## src/rtl/smem_mem_write_arbiter.sv

```systemverilog
// smem_mem_write_arbiter: round-robin arbiter that shares the mem-queue write
// port and the mem_size/ret notification ports among NUM_LANES SMEM lanes.
// A lane keeps the grant for a whole read group (until its last beat).
// Optional per-lane accepted-beat counters: define ARB_PERF_CNT_EN.
module smem_mem_write_arbiter #(
  parameter int NUM_LANES      = 4,
  parameter int READ_NUM_WIDTH = 8,
  parameter int READ_LEN       = 101
) (
  input  logic                             clk,
  input  logic                             reset_n,
  input  logic                             stall,
  input  logic [READ_NUM_WIDTH:0]          batch_size,
  input  logic [NUM_LANES-1:0]             req_valid,
  input  logic [NUM_LANES-1:0]             req_last,
  input  logic [NUM_LANES*READ_NUM_WIDTH-1:0] req_read_num,
  input  logic [NUM_LANES*7-1:0]           req_addr,
  input  logic [NUM_LANES*256-1:0]         req_data,
  input  logic [NUM_LANES*7-1:0]           req_mem_size,
  input  logic [NUM_LANES*7-1:0]           req_ret,
  output logic [NUM_LANES-1:0]             req_ready,
  output logic                             mem_we_1,
  output logic [READ_NUM_WIDTH-1:0]        mem_read_num_1,
  output logic [6:0]                       mem_addr_1,
  output logic [255:0]                     mem_data_1,
  output logic                             mem_size_valid,
  output logic [6:0]                       mem_size,
  output logic [READ_NUM_WIDTH-1:0]        mem_size_read_num,
  output logic                             ret_valid,
  output logic [6:0]                       ret,
  output logic [READ_NUM_WIDTH-1:0]        ret_read_num,
  output logic                             batch_done,
  output logic                             err_addr,
  output logic [NUM_LANES*32-1:0]          perf_cnt
);

  localparam int RNW = READ_NUM_WIDTH;
  localparam int LW  = (NUM_LANES > 1) ? $clog2(NUM_LANES) : 1;
  localparam logic [6:0]  READ_LEN_A = 7'(READ_LEN);
  localparam logic [LW-1:0] LAST_LANE = LW'(NUM_LANES - 1);

  typedef enum logic {IDLE, LOCKED} state_t;

  state_t            state_q, state_d;
  logic [LW-1:0]     owner_q, owner_d;
  logic [LW-1:0]     rr_q, rr_d;
  logic [RNW:0]      done_cnt_q, done_cnt_d;
  logic              batch_done_q, batch_done_d;
  logic              err_addr_q, err_addr_d;
  logic              mem_we_q, mem_we_d;
  logic [RNW-1:0]    mem_read_num_q, mem_read_num_d;
  logic [6:0]        mem_addr_q, mem_addr_d;
  logic [255:0]      mem_data_q, mem_data_d;
  logic              size_valid_q, size_valid_d;
  logic [6:0]        size_q, size_d;
  logic [RNW-1:0]    size_rn_q, size_rn_d;
  logic              ret_valid_q, ret_valid_d;
  logic [6:0]        ret_q, ret_d;
  logic [RNW-1:0]    ret_rn_q, ret_rn_d;

  logic              win_found;
  logic [LW-1:0]     win_idx;
  logic [LW-1:0]     cand;
  logic [LW-1:0]     sel_idx;
  logic              accept;
  logic              sel_last;
  logic [RNW-1:0]    sel_rn;
  logic [6:0]        sel_addr;
  logic [255:0]      sel_data;
  logic [6:0]        sel_size;
  logic [6:0]        sel_ret;
  logic              addr_bad;

  // Round-robin winner search, grant generation and selected-beat mux.
  always_comb begin
    win_found = 1'b0;
    win_idx   = '0;
    cand      = '0;
    for (int k = 0; k < NUM_LANES; k++) begin
      cand = LW'((int'(rr_q) + k) % NUM_LANES);
      if (!win_found && req_valid[cand]) begin
        win_found = 1'b1;
        win_idx   = cand;
      end
    end
    sel_idx   = (state_q == LOCKED) ? owner_q : win_idx;
    req_ready = '0;
    if (!stall) begin
      if (state_q == LOCKED) req_ready[owner_q] = 1'b1;
      else if (win_found)    req_ready[win_idx] = 1'b1;
    end
    accept   = |(req_valid & req_ready);
    sel_last = req_last[sel_idx];
    sel_rn   = req_read_num[int'(sel_idx)*RNW +: RNW];
    sel_addr = req_addr[int'(sel_idx)*7 +: 7];
    sel_data = req_data[int'(sel_idx)*256 +: 256];
    sel_size = req_mem_size[int'(sel_idx)*7 +: 7];
    sel_ret  = req_ret[int'(sel_idx)*7 +: 7];
    addr_bad = (sel_addr >= READ_LEN_A);
  end

  // Grant lock, rr pointer, done counting and registered output payloads.
  always_comb begin
    state_d        = state_q;
    owner_d        = owner_q;
    rr_d           = rr_q;
    done_cnt_d     = done_cnt_q;
    err_addr_d     = err_addr_q;
    mem_we_d       = 1'b0;
    mem_read_num_d = mem_read_num_q;
    mem_addr_d     = mem_addr_q;
    mem_data_d     = mem_data_q;
    size_valid_d   = 1'b0;
    size_d         = size_q;
    size_rn_d      = size_rn_q;
    ret_valid_d    = 1'b0;
    ret_d          = ret_q;
    ret_rn_d       = ret_rn_q;
    batch_done_d   = batch_done_q |
                     ((done_cnt_q == batch_size) && (batch_size != '0));
    if (accept) begin
      if (sel_last) begin
        state_d = IDLE;
        rr_d    = (sel_idx == LAST_LANE) ? '0 : sel_idx + 1'b1;
        if (done_cnt_q != '1) done_cnt_d = done_cnt_q + 1'b1;
        size_valid_d = 1'b1;
        size_d       = sel_size;
        size_rn_d    = sel_rn;
        ret_valid_d  = 1'b1;
        ret_d        = sel_ret;
        ret_rn_d     = sel_rn;
      end else begin
        state_d = LOCKED;
        owner_d = sel_idx;
      end
      if (addr_bad) err_addr_d = 1'b1;
      // Zero-size last beats and out-of-range slots never write.
      if (!addr_bad && !(sel_last && sel_size == 7'd0)) begin
        mem_we_d       = 1'b1;
        mem_read_num_d = sel_rn;
        mem_addr_d     = sel_addr;
        mem_data_d     = sel_data;
      end
    end
  end

  // State and output registers, all cleared by reset.
  always_ff @(posedge clk) begin
    if (!reset_n) begin
      state_q        <= IDLE;
      owner_q        <= '0;
      rr_q           <= '0;
      done_cnt_q     <= '0;
      batch_done_q   <= 1'b0;
      err_addr_q     <= 1'b0;
      mem_we_q       <= 1'b0;
      mem_read_num_q <= '0;
      mem_addr_q     <= '0;
      mem_data_q     <= '0;
      size_valid_q   <= 1'b0;
      size_q         <= '0;
      size_rn_q      <= '0;
      ret_valid_q    <= 1'b0;
      ret_q          <= '0;
      ret_rn_q       <= '0;
    end else begin
      state_q        <= state_d;
      owner_q        <= owner_d;
      rr_q           <= rr_d;
      done_cnt_q     <= done_cnt_d;
      batch_done_q   <= batch_done_d;
      err_addr_q     <= err_addr_d;
      mem_we_q       <= mem_we_d;
      mem_read_num_q <= mem_read_num_d;
      mem_addr_q     <= mem_addr_d;
      mem_data_q     <= mem_data_d;
      size_valid_q   <= size_valid_d;
      size_q         <= size_d;
      size_rn_q      <= size_rn_d;
      ret_valid_q    <= ret_valid_d;
      ret_q          <= ret_d;
      ret_rn_q       <= ret_rn_d;
    end
  end

  assign mem_we_1          = mem_we_q;
  assign mem_read_num_1    = mem_read_num_q;
  assign mem_addr_1        = mem_addr_q;
  assign mem_data_1        = mem_data_q;
  assign mem_size_valid    = size_valid_q;
  assign mem_size          = size_q;
  assign mem_size_read_num = size_rn_q;
  assign ret_valid         = ret_valid_q;
  assign ret               = ret_q;
  assign ret_read_num      = ret_rn_q;
  assign batch_done        = batch_done_q;
  assign err_addr          = err_addr_q;

`ifdef ARB_PERF_CNT_EN
  logic [NUM_LANES*32-1:0] perf_q, perf_d;

  // Per-lane accepted-beat counters, wrapping at 32 bits.
  always_comb begin
    perf_d = perf_q;
    for (int i = 0; i < NUM_LANES; i++) begin
      if (req_valid[i] && req_ready[i]) perf_d[i*32 +: 32] = perf_q[i*32 +: 32] + 32'd1;
    end
  end

  // Counter register.
  always_ff @(posedge clk) begin
    if (!reset_n) perf_q <= '0;
    else          perf_q <= perf_d;
  end

  assign perf_cnt = perf_q;
`else
  assign perf_cnt = '0;
`endif

endmodule

```

## config.mk

```make
export PLATFORM = sky130hd
export DESIGN_NAME = smem_mem_write_arbiter
export DESIGN_NICKNAME = d
export VERILOG_FILES = /design/src/rtl/smem_mem_write_arbiter.sv
export SDC_FILE = /design/constraint.sdc
export NUM_CORES = 1
export LEC_CHECK = 0
export ABC_CLOCK_PERIOD_IN_PS = 9400
export CELL_PAD_IN_SITES_DETAIL_PLACEMENT = 1
export CELL_PAD_IN_SITES_GLOBAL_PLACEMENT = 1
export CORE_AREA = 2 2 628 630
export DETAILED_ROUTE_END_ITERATION = 7
export DIE_AREA = 0 0 630 632
export GPL_ROUTABILITY_DRIVEN = 0
export PLACE_DENSITY_LB_ADDON = 0.1
export SYNTH_ARGS = -nofsm -noshare
export SYNTH_HDL_FRONTEND = slang
export SYNTH_SLANG_ARGS = --single-unit
```

## constraint.sdc

```tcl
create_clock -name clk -period 9.4 [get_ports clk]
set_clock_uncertainty 0.2 [all_clocks]
set_input_delay 1.88 -clock clk [delete_from_list [all_inputs] [get_ports clk]]
set_output_delay 1.88 -clock clk [all_outputs]
set_load 0.05 [all_outputs]
```

==> PnR_summary.wiki <==
{| class="wikitable"
! Metric !! Value
|-
| Outcome || completed
|-
| Register-to-register setup slack || between 3 and 4 ns
|-
| Critical path's top delay family || buffers and inverters
|-
| Post-synthesis simple-gate area fraction || a little under two fifths
|-
| Number of setup buffers added after CTS || 0
|-
| Final instance count without filler cells || ~10,000
|-
| Worst EP required || ~7.3 ns
|-
| Count of buffers inserted at the top-level ports || 1,469
|-
| Post-layout nets || 5,858
|-
| Routed vias || roughly 30,000
|-
| Startpoint of the worst register-to-register path || rr_q[0]
|-
| TritonCTS clock tree || built
|-
| Total power per unit cell area || 282 nW/um^2
|-
| Total I/O pin count || between 1,500 and 2,000
|-
| Detailed-placement wirelength estimate || 216 mm
|-
| Starting Density || under 10%
|-
| Layout cell share with drive strength beyond 1 || roughly 3.1%
|-
| Maximum fanout along the worst path || 6
|-
| Die boundary height || ~630 um
|-
| Number of endpoints with negative hold slack in the final report || 0
|-
| Met1 Wirelength || approximately 100 mm
|-
| Number of antenna violations at the first check in global routing || around 190
|-
| Standard-cell row count || 230
|-
| Core ar. || 391,000 sq um
|-
| Clock period minus final worst setup slack || 7.20 ns
|-
| Number of register bits inferred by synthesis || about 310
|-
| Final worst path period share || between 70% and 80%
|-
| Fraction of the yosys area taken by sequential cells || between 20 and 30%
|-
| Number of remaining DRC errors || 0
|-
| Cell seen most often among critical-path stages || sky130_fd_sc_hd__clkdlybuf4s50_1
|-
| Worst Setup Start Kind || primary input
|-
| CTS max path bufs || 3
|-
| Worst Setup Slack post-DPL || ~1.5 ns
|-
| Dominant combinational cell family by area after synthesis || simple AND/OR/NAND/NOR gates
|-
| Routed Wire Length || roughly 260 mm
|-
| Die W || approximately 630 um
|-
| Post-synth top area cell || sky130_fd_sc_hd__dfxtp_1
|-
| Summed instance area of the synthesized netlist || around 21,000 sq um
|-
| Global Route Usage Sum || between 10% and 20%
|-
| Area growth from synthesis to layout || 103%
|-
| Worst IR drop on VDD || approximately 0.16 mV
|-
| Resized Gates After CTS || 0
|-
| Clock Pin Slew Worst Setup and Hold Paths || around 0.060 ns
|-
| Wire length of the first global-routing pass || about 340 mm
|-
| Pins Over Slew Limit || 0
|-
| Max Cap Viol || 0
|-
| Initial DRT Pass Iterations || 5
|-
| Crit Path Class || in2out
|-
| Cell variety after synth || 48
|-
| Footprint of the multi-input gates || ~13,000 sq um
|-
| R2r worst-path depth || 11
|-
| Overall Power || 12.2 mW
|-
| Transition time at the pin with the least slew margin || 1.14 ns
|-
| Total gr overflow || 0
|-
| Share of flip-flops with an asynchronous set or reset after synthesis || 0%
|-
| Worst Slack Setup Final || 2.20 ns
|-
| Setup crit start || req_valid[2]
|-
| Number of buffer and inverter instances along the worst setup path || 2
|-
| Cell Area, Placed || 41,300 sq um
|-
| Amount of wire on met2 after detailed routing || ~140 mm
|-
| Number of buffers inserted by hold repair at cts || 0
|-
| Clock buffer count from CTS || 60
|-
| Post-synth EDFFs || 0
|-
| Cell chain of the critical path || clkdlybuf4s50_1 -> nor2b_1 -> o21ai_1 -> and3_1 -> a21oi_1 -> nor3_1 -> clkdlybuf4s50_1
|-
| Leading post-synthesis cells by instance count || sky130_fd_sc_hd__nand2_1 (1,648), sky130_fd_sc_hd__dfxtp_1 (311), sky130_fd_sc_hd__nand3_1 (278)
|-
| Path type of the worst min-delay path || reg2reg
|-
| Xor-xnor portion of the synthesized cell area || less than 1%
|-
| Max-slew headroom || a little under a quarter
|-
| Crit path DAT || 5.12 ns
|-
| Worst reg2reg path endpoint || mem_data_1[51]
|-
| Final core utilization || between 10 and 15%
|-
| Pin count of the biggest net entering global routing || around 150
|-
| Synth Area per Inst || between 6 and 7 sq um
|-
| Number of sinks on the clock net || 311
|-
| Synth Instances || approximately 3,500
|-
| Most frequently used cell type in the post-synthesis netlist || sky130_fd_sc_hd__nand2_1
|-
| Drt via density || 2.99
|-
| Synthesized-area fraction occupied by ao, oa, aoi and oai cells || approximately a fifth
|-
| Uppermost layer routed || met5
|-
| Count of cell instances traversed by the critical path || 7
|-
| Fraction of post-synthesis cell area in the top cell type by area || between 20% and 30%
|-
| Routed met3 length || 17.4 mm
|-
| Clock root cell || sky130_fd_sc_hd__clkbuf_16
|-
| Count of final setup violators || 0
|-
| Capturing element type of the critical path || output pin
|-
| Die footprint || between 300,000 and 400,000 sq um
|-
| Final-layout worst hold slack || between 0.2 and 0.25 ns
|-
| Number of global-route vias before repair || between 30,000 and 40,000
|-
| Crit-path slowest cell || sky130_fd_sc_hd__clkdlybuf4s50_1
|-
| Leakage dissipation || around 15 nW
|-
| Count of routing violations after the opening detailed-route iteration || ~1,100
|-
| Final instance area || about 43,000 sq um
|-
| CTS HTree Levels || 2
|-
| Number of nets with antenna violations after detailed routing || 0
|-
| Routed wirelength normalized by instance count || 26.3 um
|-
| Share of synthesized cell area in full adder, half adder and majority cells || less than 1%
|-
| Dominant synthesized flop cell || sky130_fd_sc_hd__dfxtp_1
|-
| Synth Warn # || 0
|-
| Post-synthesis mux area share || under 10%
|-
| Worst-skew pair later-pin latency || 0.75 ns
|-
| Cell types occupying the most area after synthesis || sky130_fd_sc_hd__dfxtp_1 (29%), sky130_fd_sc_hd__nand2_1 (29%), sky130_fd_sc_hd__o2111ai_1 (11%), sky130_fd_sc_hd__nand3_1 (6.5%), sky130_fd_sc_hd__buf_4 (5.9%)
|-
| Total negative setup slack || 0 ns
|-
| Largest incremental delay on the critical path || a little over 1 ns
|-
| Cell total after placement || between 9,000 and 10,000
|-
| RSZ-0062 raised after global routing || false
|-
| End point of the critical path || req_ready[3]
|-
| Max frequency || about 140 MHz
|-
| Filler cells || 46,707
|-
| Register cell area after layout || just over 6000 sq um
|}
==> worst register-to-register path: cells and delay by family (launching register included) <==
family | cells | cell delay, ns
AO/OA/AOI/OAI | 6 | 2.31
buffers and inverters | 2 | 1.26
AND/OR/NAND/NOR | 3 | 1.20
flip-flops | 1 | 0.43
==> per-layer routing <==
metal,vias to the layer above,global-route usage [%]
li1,13982,-
met5,-,0
met4,100,1.88
met1,14357,14.3
met3,374,3.82
met2,1039,23.6
==> area by class of cell <==
class / count / share of cell area [%]
antenna: 40 / 0.231
clock buffer: 89 / 4.07
clock inverter: 12 / 0.382
inverter: 10 / 0.104
multi-input combinational: 2800 / 30.6
sequential: 311 / 14.4
tap: 5220 / 15.1
timing repair buffer: 1512 / 35.2
==> worst min-delay path by stage <==
stage,end,startpoint,cells after the start,slack [ns]
after floorplan,done_cnt_q[8],done_cnt_q[8],2,0.27
after detailed placement,mem_data_1[35],mem_data_1[35],2,0.24
after CTS,mem_data_1[35],mem_data_1[35],2,0.25
after global placement,mem_data_1[203],mem_data_1[203],2,0.24
final,mem_data_1[203],mem_data_1[203],2,0.25
after global routing,mem_data_1[215],mem_data_1[215],2,0.26
==> power by group <==
part | switching [mW] | leakage (nW) | internal [mW] | total [mW]
registers | 0.271 | 2.53 | 1.75 | 2.02
clock network | 0.993 | 0.951 | 1.35 | 2.35
logic | 5.77 | 11.5 | 2.08 | 7.85
total | 7.03 | 15.0 | 5.19 | 12.2
==> logic make-up after synthesis <==
kind of cell,after synthesis
flip-flops,311
AO/OA/AOI/OAI,628
adder cells (fa/ha/maj),3
buffers and inverters,467
AND/OR/NAND/NOR,2004
other,1
multiplexers,28
XOR/XNOR,9
==> flip-flops by register name, indices dropped and copies added (netlist names), 2 cells and up <==
signal and flops:
ret_read_num 8, mem_data_1 256, mem_read_num_1 8, rr_q 2, ret 7, owner_q 2
mem_size 7, mem_addr_1 7, done_cnt_q 9
==> layout by cell type, fill, tap and decap left out, types with 3 or more instances in the layout <==
cell,synthesis,routed
sky130_fd_sc_hd__a32oi_1,7,7
sky130_fd_sc_hd__clkbuf_1,256,14
sky130_fd_sc_hd__a21oi_1,31,31
sky130_fd_sc_hd__and2_1,18,18
sky130_fd_sc_hd__a21o_1,3,3
sky130_fd_sc_hd__inv_1,8,8
sky130_fd_sc_hd__nor3_1,10,9
sky130_fd_sc_hd__nor2_1,27,27
sky130_fd_sc_hd__nand4_1,3,3
sky130_fd_sc_hd__dfxtp_1,311,311
sky130_fd_sc_hd__a211oi_1,18,18
sky130_fd_sc_hd__clkbuf_8,0,15
sky130_fd_sc_hd__diode_2,0,40
sky130_fd_sc_hd__buf_12,0,16
sky130_fd_sc_hd__clkbuf_16,0,60
sky130_fd_sc_hd__a311o_1,7,7
sky130_fd_sc_hd__mux2i_1,28,27
sky130_fd_sc_hd__buf_4,169,31
sky130_fd_sc_hd__conb_1,1,128
sky130_fd_sc_hd__nand2_1,1648,1647
sky130_fd_sc_hd__nand2b_1,6,6
sky130_fd_sc_hd__nand3_1,278,278
sky130_fd_sc_hd__a31oi_1,12,11
sky130_fd_sc_hd__clkinv_2,0,6
sky130_fd_sc_hd__o21ai_0,187,187
sky130_fd_sc_hd__ha_1,3,3
sky130_fd_sc_hd__xnor2_1,9,9
sky130_fd_sc_hd__bufinv_16,0,3
sky130_fd_sc_hd__o21ai_1,88,88
sky130_fd_sc_hd__nor4_1,6,6
sky130_fd_sc_hd__clkdlybuf4s50_1,0,1464
sky130_fd_sc_hd__o2111ai_1,258,258
Power figures use the tool's default switching activity.
